<file path="src/rtl/sitcp_cmd_pkg.sv">
// Shared constants and types for the SiTCP RX command decoder.
package sitcp_cmd_pkg;

  localparam logic [7:0] SYNC_BYTE = 8'hA5;
  localparam logic [7:0] OP_WR     = 8'h01;
  localparam logic [7:0] OP_RD     = 8'h02;

  // Sync, opcode, address, four data bytes, checksum.
  localparam int unsigned FRAME_LEN = 8;

  typedef enum logic [1:0] {
    ST_OK   = 2'b00,
    ST_CSUM = 2'b01,
    ST_OPC  = 2'b10,
    ST_TMO  = 2'b11
  } rsp_status_t;

  typedef enum logic [2:0] {
    IDLE,
    OPC,
    ADR,
    DAT,
    CSUM,
    EXEC,
    WAIT,
    RESP
  } cmd_state_t;

  // States in which the parser is allowed to consume FIFO bytes.
  function automatic logic is_parse_state(input cmd_state_t s);
    return (s == IDLE) || (s == OPC) || (s == ADR) || (s == DAT) || (s == CSUM);
  endfunction

endpackage

</file>
<file path="src/rtl/sitcp_rx_byte_fifo.sv">
// First-word-fall-through byte FIFO with occupancy count and synchronous flush.
module sitcp_rx_byte_fifo #(
  parameter int unsigned AW = 4
) (
  input  logic          clk,
  input  logic          rst_n,
  input  logic          flush,
  input  logic          wr_en,
  input  logic [7:0]    wr_data,
  input  logic          rd_en,
  output logic [7:0]    rd_data,
  output logic          empty,
  output logic          full,
  output logic [AW:0]   count
);

  localparam int unsigned DEPTH = 1 << AW;

  logic [7:0]    mem [DEPTH];
  logic [AW-1:0] wr_ptr;
  logic [AW-1:0] rd_ptr;
  logic          push;
  logic          pop;

  assign empty   = (count == '0);
  assign full    = count[AW];
  assign pop     = rd_en && !empty;
  // A pop in the same cycle frees a slot, so a write at full is still taken.
  assign push    = wr_en && (!full || pop);
  assign rd_data = mem[rd_ptr];

  // Pointer and occupancy bookkeeping; pointers wrap naturally at DEPTH.
  always_ff @(posedge clk or negedge rst_n) begin
    if (!rst_n) begin
      wr_ptr <= '0;
      rd_ptr <= '0;
      count  <= '0;
    end else if (flush) begin
      wr_ptr <= '0;
      rd_ptr <= '0;
      count  <= '0;
    end else begin
      if (push) wr_ptr <= wr_ptr + AW'(1);
      if (pop)  rd_ptr <= rd_ptr + AW'(1);
      if (push && !pop)      count <= count + (AW+1)'(1);
      else if (pop && !push) count <= count - (AW+1)'(1);
    end
  end

  // Byte storage; contents need no reset since occupancy gates every read.
  always_ff @(posedge clk) begin
    if (push && !flush) mem[wr_ptr] <= wr_data;
  end

endmodule

</file>
<file path="src/rtl/sitcp_rx_cmd_decoder.sv">
// Decodes 8-byte SiTCP RX command frames into register-bus accesses and
// returns one response word per frame.
module sitcp_rx_cmd_decoder
  import sitcp_cmd_pkg::*;
#(
  parameter int unsigned FIFO_AW     = 4,
  parameter logic [15:0] ACK_TIMEOUT = 16'd1000
) (
  input  logic        CLK_200M,
  input  logic        SYS_RSTn,
  input  logic        TCP_OPEN_ACK,
  input  logic        TCP_RX_WR,
  input  logic [7:0]  TCP_RX_DATA,
  output logic [15:0] TCP_RX_WC,
  output logic        REG_WE,
  output logic        REG_RE,
  output logic [7:0]  REG_ADDR,
  output logic [31:0] REG_WD,
  input  logic [31:0] REG_RD,
  input  logic        REG_ACK,
  output logic        RSP_VALID,
  input  logic        RSP_READY,
  output logic [31:0] RSP_DATA,
  output logic [1:0]  RSP_STATUS,
  output logic        OVF,
  output logic [15:0] ERR_CNT
);

  localparam logic [1:0] DAT_LAST = 2'(FRAME_LEN - 5);

  logic               flush;
  logic               fifo_empty;
  logic               fifo_full;
  logic [7:0]         fifo_rd_data;
  logic [FIFO_AW:0]   fifo_count;
  logic               pop;
  logic               drop;
  logic               op_valid;
  logic               csum_bad;
  logic               tmo_hit;
  logic               frame_err;

  cmd_state_t         state;
  logic [7:0]         op;
  logic [7:0]         addr;
  logic [31:0]        wdata;
  logic [7:0]         csum;
  logic [1:0]         dat_cnt;
  logic [15:0]        tmo_cnt;
  logic               reg_we;
  logic               reg_re;
  logic               rsp_valid;
  logic [31:0]        rsp_data;
  rsp_status_t        rsp_status;
  logic               ovf;
  logic [15:0]        err_cnt;
  logic [1:0]         err_inc;
  logic [16:0]        err_sum;

  assign flush = !TCP_OPEN_ACK;

  sitcp_rx_byte_fifo #(
    .AW (FIFO_AW)
  ) u_fifo (
    .clk     (CLK_200M),
    .rst_n   (SYS_RSTn),
    .flush   (flush),
    .wr_en   (TCP_RX_WR),
    .wr_data (TCP_RX_DATA),
    .rd_en   (pop),
    .rd_data (fifo_rd_data),
    .empty   (fifo_empty),
    .full    (fifo_full),
    .count   (fifo_count)
  );

  assign TCP_RX_WC  = {{(15 - FIFO_AW){1'b1}}, fifo_count};
  assign REG_WE     = reg_we;
  assign REG_RE     = reg_re;
  assign REG_ADDR   = addr;
  assign REG_WD     = wdata;
  assign RSP_VALID  = rsp_valid;
  assign RSP_DATA   = rsp_data;
  assign RSP_STATUS = rsp_status;
  assign OVF        = ovf;
  assign ERR_CNT    = err_cnt;

  // Pop control, drop detection and error-event decode shared by the FSM and counters.
  always_comb begin
    pop       = TCP_OPEN_ACK && !fifo_empty && is_parse_state(state);
    drop      = TCP_OPEN_ACK && TCP_RX_WR && fifo_full && !pop;
    op_valid  = (op == OP_WR) || (op == OP_RD);
    csum_bad  = (fifo_rd_data != csum);
    tmo_hit   = (tmo_cnt >= ACK_TIMEOUT - 16'd1);
    frame_err = 1'b0;
    if (TCP_OPEN_ACK) begin
      if (state == CSUM && pop)
        frame_err = csum_bad || !op_valid;
      else if (state == WAIT && !REG_ACK && tmo_hit)
        frame_err = 1'b1;
    end
    err_inc = {1'b0, drop} + {1'b0, frame_err};
    err_sum = {1'b0, err_cnt} + {15'd0, err_inc};
  end

  // Frame parser, register-bus sequencing and response holding.
  always_ff @(posedge CLK_200M or negedge SYS_RSTn) begin
    if (!SYS_RSTn) begin
      state      <= IDLE;
      op         <= '0;
      addr       <= '0;
      wdata      <= '0;
      csum       <= '0;
      dat_cnt    <= '0;
      tmo_cnt    <= '0;
      reg_we     <= 1'b0;
      reg_re     <= 1'b0;
      rsp_valid  <= 1'b0;
      rsp_data   <= '0;
      rsp_status <= ST_OK;
    end else if (!TCP_OPEN_ACK) begin
      state     <= IDLE;
      reg_we    <= 1'b0;
      reg_re    <= 1'b0;
      rsp_valid <= 1'b0;
    end else begin
      reg_we <= 1'b0;
      reg_re <= 1'b0;
      case (state)
        IDLE: begin
          if (pop && fifo_rd_data == SYNC_BYTE) state <= OPC;
        end
        OPC: begin
          if (pop) begin
            op    <= fifo_rd_data;
            csum  <= fifo_rd_data;
            state <= ADR;
          end
        end
        ADR: begin
          if (pop) begin
            addr    <= fifo_rd_data;
            csum    <= csum ^ fifo_rd_data;
            dat_cnt <= '0;
            state   <= DAT;
          end
        end
        DAT: begin
          if (pop) begin
            wdata   <= {wdata[23:0], fifo_rd_data};
            csum    <= csum ^ fifo_rd_data;
            dat_cnt <= dat_cnt + 2'd1;
            if (dat_cnt == DAT_LAST) state <= CSUM;
          end
        end
        CSUM: begin
          if (pop) begin
            if (csum_bad) begin
              rsp_status <= ST_CSUM;
              rsp_data   <= '0;
              rsp_valid  <= 1'b1;
              state      <= RESP;
            end else if (!op_valid) begin
              rsp_status <= ST_OPC;
              rsp_data   <= '0;
              rsp_valid  <= 1'b1;
              state      <= RESP;
            end else begin
              reg_we  <= (op == OP_WR);
              reg_re  <= (op == OP_RD);
              tmo_cnt <= '0;
              state   <= EXEC;
            end
          end
        end
        EXEC: begin
          // The strobe cycle counts as cycle 0 of the acknowledge wait.
          tmo_cnt <= tmo_cnt + 16'd1;
          state   <= WAIT;
        end
        WAIT: begin
          if (REG_ACK) begin
            rsp_data   <= (op == OP_RD) ? REG_RD : wdata;
            rsp_status <= ST_OK;
            rsp_valid  <= 1'b1;
            state      <= RESP;
          end else if (tmo_hit) begin
            rsp_data   <= '0;
            rsp_status <= ST_TMO;
            rsp_valid  <= 1'b1;
            state      <= RESP;
          end else begin
            tmo_cnt <= tmo_cnt + 16'd1;
          end
        end
        RESP: begin
          if (RSP_READY) begin
            rsp_valid <= 1'b0;
            state     <= IDLE;
          end
        end
        default: state <= IDLE;
      endcase
    end
  end

  // Sticky overflow flag and saturating error counter; survive connection close.
  always_ff @(posedge CLK_200M or negedge SYS_RSTn) begin
    if (!SYS_RSTn) begin
      ovf     <= 1'b0;
      err_cnt <= '0;
    end else begin
      if (drop) ovf <= 1'b1;
      err_cnt <= err_sum[16] ? '1 : err_sum[15:0];
    end
  end

endmodule
</file>
<file path="config.mk">
export PLATFORM = sky130hd
export DESIGN_NAME = sitcp_rx_cmd_decoder
export DESIGN_NICKNAME = d
export VERILOG_FILES = /design/src/rtl/sitcp_cmd_pkg.sv /design/src/rtl/sitcp_rx_byte_fifo.sv /design/src/rtl/sitcp_rx_cmd_decoder.sv
export SDC_FILE = /design/constraint.sdc
export NUM_CORES = 1
export LEC_CHECK = 0
export CAP_MARGIN = 10
export CELL_PAD_IN_SITES_DETAIL_PLACEMENT = 1
export CELL_PAD_IN_SITES_GLOBAL_PLACEMENT = 1
export CORE_MARGIN = 4
export CORE_UTILIZATION = 41
export CTS_CLUSTER_DIAMETER = 150
export DETAILED_ROUTE_END_ITERATION = 7
export GPL_ROUTABILITY_DRIVEN = 0
export HOLD_SLACK_MARGIN = 0.1
export MAX_ROUTING_LAYER = met4
export PLACE_DENSITY_LB_ADDON = 0.05
export SLEW_MARGIN = 15
export SYNTH_ARGS = -nofsm -noshare
export SYNTH_HDL_FRONTEND = slang
export SYNTH_HIERARCHICAL = 1
export SYNTH_SLANG_ARGS = --single-unit
</file>
<file path="constraint.sdc">
create_clock -name CLK_200M -period 4.7 [get_ports CLK_200M]
set_clock_uncertainty 0.2 [all_clocks]
set_input_delay 0.94 -clock CLK_200M [delete_from_list [all_inputs] [get_ports CLK_200M]]
set_output_delay 0.94 -clock CLK_200M [all_outputs]
set_load 0.02 [all_outputs]
</file>
== After elaboration in Yosys (flattened, before gate mapping) ==
Memories as Yosys holds them, arrays and structs flattened.
Cells that the tools add are included.

* Add/subtract/negate cells: 8
* Reductions and logical operators: 44
* Muxes and demuxes: 69
* Bitwise logic cells: 1
* Order comparisons: 1
* Equal/unequal tests: 36

{| class="wikitable"
|+ Operators by type and width
! operator !! count
|-
| two-way mux 32 bit || 6
|-
| two-way mux 16 bit || 6
|-
| case mux 32 bit (2 select lines) || 1
|-
| case mux 16 bit (3 select lines) || 1
|-
| two-way mux 3 bit || 10
|-
| case mux 3 bit (8 select lines) || 1
|-
| two-way mux 1 bit || 22
|-
| != test 3 bit (second input constant) || 7
|-
| two-way mux 2 bit || 9
|-
| adder 16 x 2 -> 17 bit || 1
|-
| adder 16 x 1 -> 16 bit (second input constant) || 1
|-
| >= comparator 16 x 10 -> 1 bit (second input constant) || 1
|-
| two-way mux 4 bit || 4
|-
| two-way mux 8 bit || 2
|-
| != test 2 bit (second input constant) || 8
|-
| case mux 8 bit (2 select lines) || 1
|-
| two-way mux 5 bit || 3
|-
| logical AND 1 bit || 14
|-
| equality test 3 bit (second input constant) || 4
|-
| AND reduction 5 bit || 2
|-
| AND reduction 3 bit || 3
|-
| adder 4 x 1 -> 4 bit (second input constant) || 2
|-
| equality test 8 x 1 -> 1 bit (second input constant) || 1
|-
| equality test 8 x 2 -> 1 bit (second input constant) || 1
|-
| 27 further kinds || 48
|}

* Logic and storage cells: 177
* Memories: 1
* Memory bits (writable): 128
* Register bits: 144
* Output and inout bits: 110

{| class="wikitable"
|+ Memory list
! name !! words !! bits a word !! read ports !! clocked after Yosys merged registers in !! wr ports !! RTL line !! text
|-
| u_fifo.mem || 16 || 8 || 1 || 0 || 1 || sitcp_rx_byte_fifo.sv:19 || <nowiki>logic [7:0] mem [DEPTH];</nowiki>
|}

== Depth between registers and ports, before layout ==
Gate-level depths: netlist of the first run.

* Word-level depth: 14
* Gate-level depth with buffers: 18
* Mapped depth without buffers: 15

== Cells and area by module ==
Netlist of the first run, hierarchy kept.

{| class="wikitable"
|+ By module, submodules not included
! module !! times used !! area each (um2) !! cells each !! sequential area each (um2)
|-
| sitcp_rx_cmd_decoder || 1 || 6437.4 || 550 || 3278.1
|-
| sitcp_rx_byte_fifo || 1 || 5779.3 || 316 || 4169.0
|}

== Worst setup path before layout of the first run ==
Ideal clock, no wire load.

* Path kind: register to register
* From: reg u_fifo.rd_ptr[0]
* To: reg err_cnt[10], in the netlist ERR_CNT[10]
* Data arrival time: 4170 ps
* Setup slack: 196 ps
* Period minus slack after synthesis: 4504 ps
* Cell stages (with the launch flop): 19
* Buffers on the path: 3
* Required time: 4366 ps
* Cell sequence: dfrtp_1 > clkbuf_1 > buf_2 > mux4_2 > a22oi_1 > nand2_1 > xor2_1 > nor4_2 > nand2_1 > o21ai_0 > a21oi_1 > fa_1 > ha_1 > nand4_1 > nor3_1 > and2_1 > nand4_1 > clkbuf_1 > nand2_1

* Cells in the longest elaborated chain, start to end: 8

{| class="wikitable"
|+ Ends and longest elaborated chain
! what !! RTL line !! text
|-
| start, declared || sitcp_rx_byte_fifo.sv:21 || <nowiki>logic [AW-1:0] rd_ptr;</nowiki>
|-
| start signal, assigned || sitcp_rx_byte_fifo.sv:44 || <nowiki>if (pop) rd_ptr <= rd_ptr + AW'(1);</nowiki>
|-
| memory (16 x 8 bit) || - ||
|-
| named net fifo_rd_data[4] || sitcp_rx_cmd_decoder.sv:34 || <nowiki>logic [7:0] fifo_rd_data;</nowiki>
|-
| != test 8 bit || sitcp_rx_cmd_decoder.sv:93 || <nowiki>csum_bad = (fifo_rd_data != csum);</nowiki>
|-
| logical OR 1 bit || sitcp_rx_cmd_decoder.sv:98 || <nowiki>frame_err = csum_bad || !op_valid;</nowiki>
|-
| two-way mux 1 bit || sitcp_rx_cmd_decoder.sv:97 || <nowiki>if (state == CSUM && pop)</nowiki>
|-
| two-way mux 1 bit || sitcp_rx_cmd_decoder.sv:96 || <nowiki>if (TCP_OPEN_ACK) begin</nowiki>
|-
| adder 1 x 1 -> 2 bit || sitcp_rx_cmd_decoder.sv:102 || <nowiki>err_inc = {1'b0, drop} + {1'b0, frame_err};</nowiki>
|-
| adder 16 x 2 -> 17 bit || sitcp_rx_cmd_decoder.sv:103 || <nowiki>err_sum = {1'b0, err_cnt} + {15'd0, err_inc};</nowiki>
|-
| two-way mux 16 bit || sitcp_rx_cmd_decoder.sv:214 || <nowiki>err_cnt <= err_sum[16] ? '1 : err_sum[15:0];</nowiki>
|-
| end signal, assigned || sitcp_rx_cmd_decoder.sv:214 ||
|-
| end, declared || sitcp_rx_cmd_decoder.sv:56 || <nowiki>logic [15:0] err_cnt;</nowiki>
|}

The timed path passes the listed nets, and every way through them passes these cells.
A chain may end at the register's enable or synchronous reset.

== Worst setup path in the final report of the first run ==
* From: reg u_fifo.rd_ptr[0]
* To: reg err_cnt[0], in the netlist ERR_CNT[0]

Same word-level chain as after synthesis.

==> results of run 1 <==
## kinds of logic (layout without fill, tap and decap cells)
| group | Yosys count | count (layout) | share of synthesized area, % |
|---|---|---|---|
| fa+ha+maj | 14 | 14 | 1.56 |
| flops | 272 | 272 | 61.0 |
| simple gates | 215 | 215 | 8.82 |
| other cells | 1 | 12 | 0.0307 |
| mux | 119 | 119 | 13.5 |
| xor+xnor | 35 | 35 | 2.51 |
| buf+inv | 73 | 262 | 3.09 |
| compound gates | 137 | 137 | 9.49 |
## cells in the final DEF (no fill, tap or decap), types with 9 or more instances in the layout
cell type          n
o2bb2ai_2         19
xnor2_1            9
a21oi_1           12
mux2_2            48
xor2_1            26
conb_1            11
mux2i_1           37
edfxtp_1         128
o21ai_0           16
nand3_1           23
inv_1             13
clkbuf_16         30
nor2_1            45
nor2b_1            9
a22o_1            12
clkdlybuf4s50_1  143
dfrtp_1          143
mux4_2            32
o211ai_1          14
a22oi_1           17
nor3_1            17
clkbuf_1          12
nand2_1           66
o2bb2ai_1         15
nand2b_1          14
ha_1              12
buf_4             46
## metal layers
metal  up-vias  share of wire (%)  wire, µm
met3        39                3.5      1100
met5         -                  0         0
met2       147                 49     15400
met1      3979                 45     14100
met4         0                1.8       568
li1       3589                  -         -
## power groups by stage
stage / Combinational [mW] / Clock (mW) / Sequential, mW
floorplan: 0.993 / 0 / 2.94
global placement: 1.66 / 0 / 2.90
global route: 1.84 / 2.60 / 2.89
finish: 1.69 / 2.41 / 2.86
CTS: 1.69 / 2.49 / 2.87
detailed placement: 1.68 / 0 / 2.91
## cell type report
class / count / area share (%)
clock buffer: 43 / 5.29
antenna: 1 / 0.0164
clock inverter: 12 / 1.30
tap: 384 / 3.14
inverter: 13 / 0.319
sequential: 272 / 48.7
timing repair buffer: 194 / 12.2
multi-input combinational: 531 / 29.0
## repair_timing
item	in CTS	in global routing
endpoints found under the setup margin	0	9
buffers inserted	0	4
hold buffers	0	0
## state kept, by name, indices dropped and copies added (netlist names)
name,count
ERR_CNT,16
OVF,1
REG_ADDR,8
REG_RE,1
REG_WD,32
REG_WE,1
RSP_DATA,32
RSP_STATUS,2
RSP_VALID,1
csum,8
dat_cnt,2
op,8
state,3
tmo_cnt,16
u_fifo/count,5
u_fifo/mem,128
u_fifo/rd_ptr,4
u_fifo/wr_ptr,4
## worst min-delay path by stage
stage | start | depth (start not counted) | end | slack (ns)
after floorplan | dat_cnt[1] | 2 | dat_cnt[1] | 0.25
after global placement | dat_cnt[1] | 2 | dat_cnt[1] | 0.27
after detailed placement | RSP_DATA[10] | 1 | RSP_DATA[10] | 0.28
after CTS | RSP_DATA[6] | 1 | RSP_DATA[6] | 0.30
after global routing | RSP_DATA[11] | 1 | RSP_DATA[11] | 0.31
final | SYS_RSTn | 1 | RSP_DATA[20] | 0.29
## critical path, cell delays in order, from the launching register on
cell and delay, ns:
dfrtp_2 0.47, buf_12 0.20, mux4_2 0.51, a22oi_1 0.29
nand2_1 0.13, xor2_1 0.18, nor4_2 0.34, nand2_1 0.14
o21ai_0 0.18, a21oi_1 0.11, fa_1 0.42, ha_1 0.25
nand4_1 0.13, nor3_1 0.08, and2_1 0.19, nand4_1 0.21
buf_4 0.19, nand2b_1 0.06
## stage by stage
step           power (mW)  cells  setup TNS [ns]  hold WS [ns]  area, µm²
5_1_grt              7.32   1450        -0.00536         0.308      15300
4_1_cts              7.05   1445               0         0.295      15300
3_3_place_gp         4.56   1390               0         0.267      14300
3_5_place_dp         4.59   1390               0         0.279      14300
6_report             6.96   1450               0         0.290      15300
2_1_floorplan        3.93    876               0         0.254      12300
==> impl_metrics.ini, run 1 <==
[synthesis]
synth_cell_types = 64
synth_area_leaders = edfxtp_1 31%, dfrtp_1 29%, mux4_2 5.9%
synth_warnings = 6
synth_top_area_share_pct = 31.5
synth_edf_count = 128
synth.most_common_cell = dfrtp_1
async_flop_share_pct = 52.9
netlist_area_um2 = 12200
ys_seq_area_share_pct = 61.0
synth_top_area_cell = edfxtp_1
ys.flop_type = dfrtp_1
yosys_register_bits = 272
syn_inst = 866
syn_area_per_cell_um2 = 14.1
synth_common_cells = 144 x dfrtp_1, 128 x edfxtp_1, 66 x nand2_1

[clock_network]
numCtsBuffers = 30
clk_latency_ns = 0.56
cts.clk_slew.worst_paths_ns = 0.06
cts.sinks = 272
cts_tree = done
cts_htree_levels = 1
cts_buffer_depth = 3
ctsRootBufferMaster = clkbuf_16
post_cts_resized = 0

[pwr]
cellPowerDensity_nw_per_um2 = 455
p_sw_mw = 2.00
seq_power_share_pct = 41.1
power_frac_comb_pct = 24.3
ir_worst_vdd_uv = 407
internal-power_mw = 4.96
cellLeakagePower_nw = 6.13
power.share.clock_pct = 34.6
swShare_pct = 28.7

[cells_and_area]
nets = 1102
utilization_pct = 52.7
fillers = 2881
multiInputGateArea_um2 = 4440
regArea_um2 = 7450
syn2layout_area_growth_pct = 25.2
drive_above_1_share_pct = 19.5

[die]
core_um2 = 29000
dieArea_um2 = 32600
start_util_pct = 42.1
die_h_um = 181
dieWidth_um = 181
rows = 62
ioPinCount = 156

[grt]
grt_pass1_wl_um = 49300
antenna_found_initial = 1
grt_busiest_layer = met2
track_usage_pct = 19.4
grt_max_degree = 104
grt_use_met1_pct = 26.3
grt_use_met2_pct = 31.7
grt_pass1_vias = 8151
grt.met3_usage_pct = 2.52
grt.overflow.total = 0

[drt]
drcViolationCount = 0
drt_iter0_markers = 383
vias = 7754
viasPerCell = 5.35
wire_per_inst_um = 21.5
firstDrtPassIters = 5
wl_um = 31200
ant_nets = 0

[sta]
maxSlewViolCount = 0
slew-limit-headroom_pct = 32.9
period_share_pct = 93.6
fin_crit_ns = 4.40
worst_slack_ns = 0.302
worst_slew_pin_slew_ns = 1.01
timing.fmax_ghz = 0.227
setup_viol = 0
hold_viol = 0

[run_status]
status = finished clean

[setup_path]
arrival_ns = 4.64
r2r-start = u_fifo/rd_ptr[0]
cp-end-kind = flop
worst-setup-path-type = flop to flop
worst_setup_path_start_kind = flop
worstReg2RegEnd = ERR_CNT[0]
ff2ff_setup_slack_ns = 0.30
required_ns = 4.94
critPathMaxFanout = 15
r2r_cells = 17
endpoint = ERR_CNT[0]
worstSetupStartpoint = u_fifo/rd_ptr[0]

[min_path]
hp-class = primary input to asynchronous set/reset pin

[placement]
dp_slack_ns = 0.249
port_buffers = 144
post-dp-hpwl_um = 21600

[job]
maxCapViolCount = 0
No activity file was read; power rests on OpenSTA's default activity.
==> run 2: changes to the inputs <==
--- a/config.mk
+++ b/config.mk
@@ -16,7 +16,7 @@
 export HOLD_SLACK_MARGIN = 0.1
 export MAX_ROUTING_LAYER = met4
 export PLACE_DENSITY_LB_ADDON = 0.05
-export SLEW_MARGIN = 15
+export SLEW_MARGIN = 0
 export SYNTH_ARGS = -nofsm -noshare
 export SYNTH_HDL_FRONTEND = slang
 export SYNTH_HIERARCHICAL = 1
==> results of run 2 <==
Final layout, timing and power as in run 1 (identical DEF).
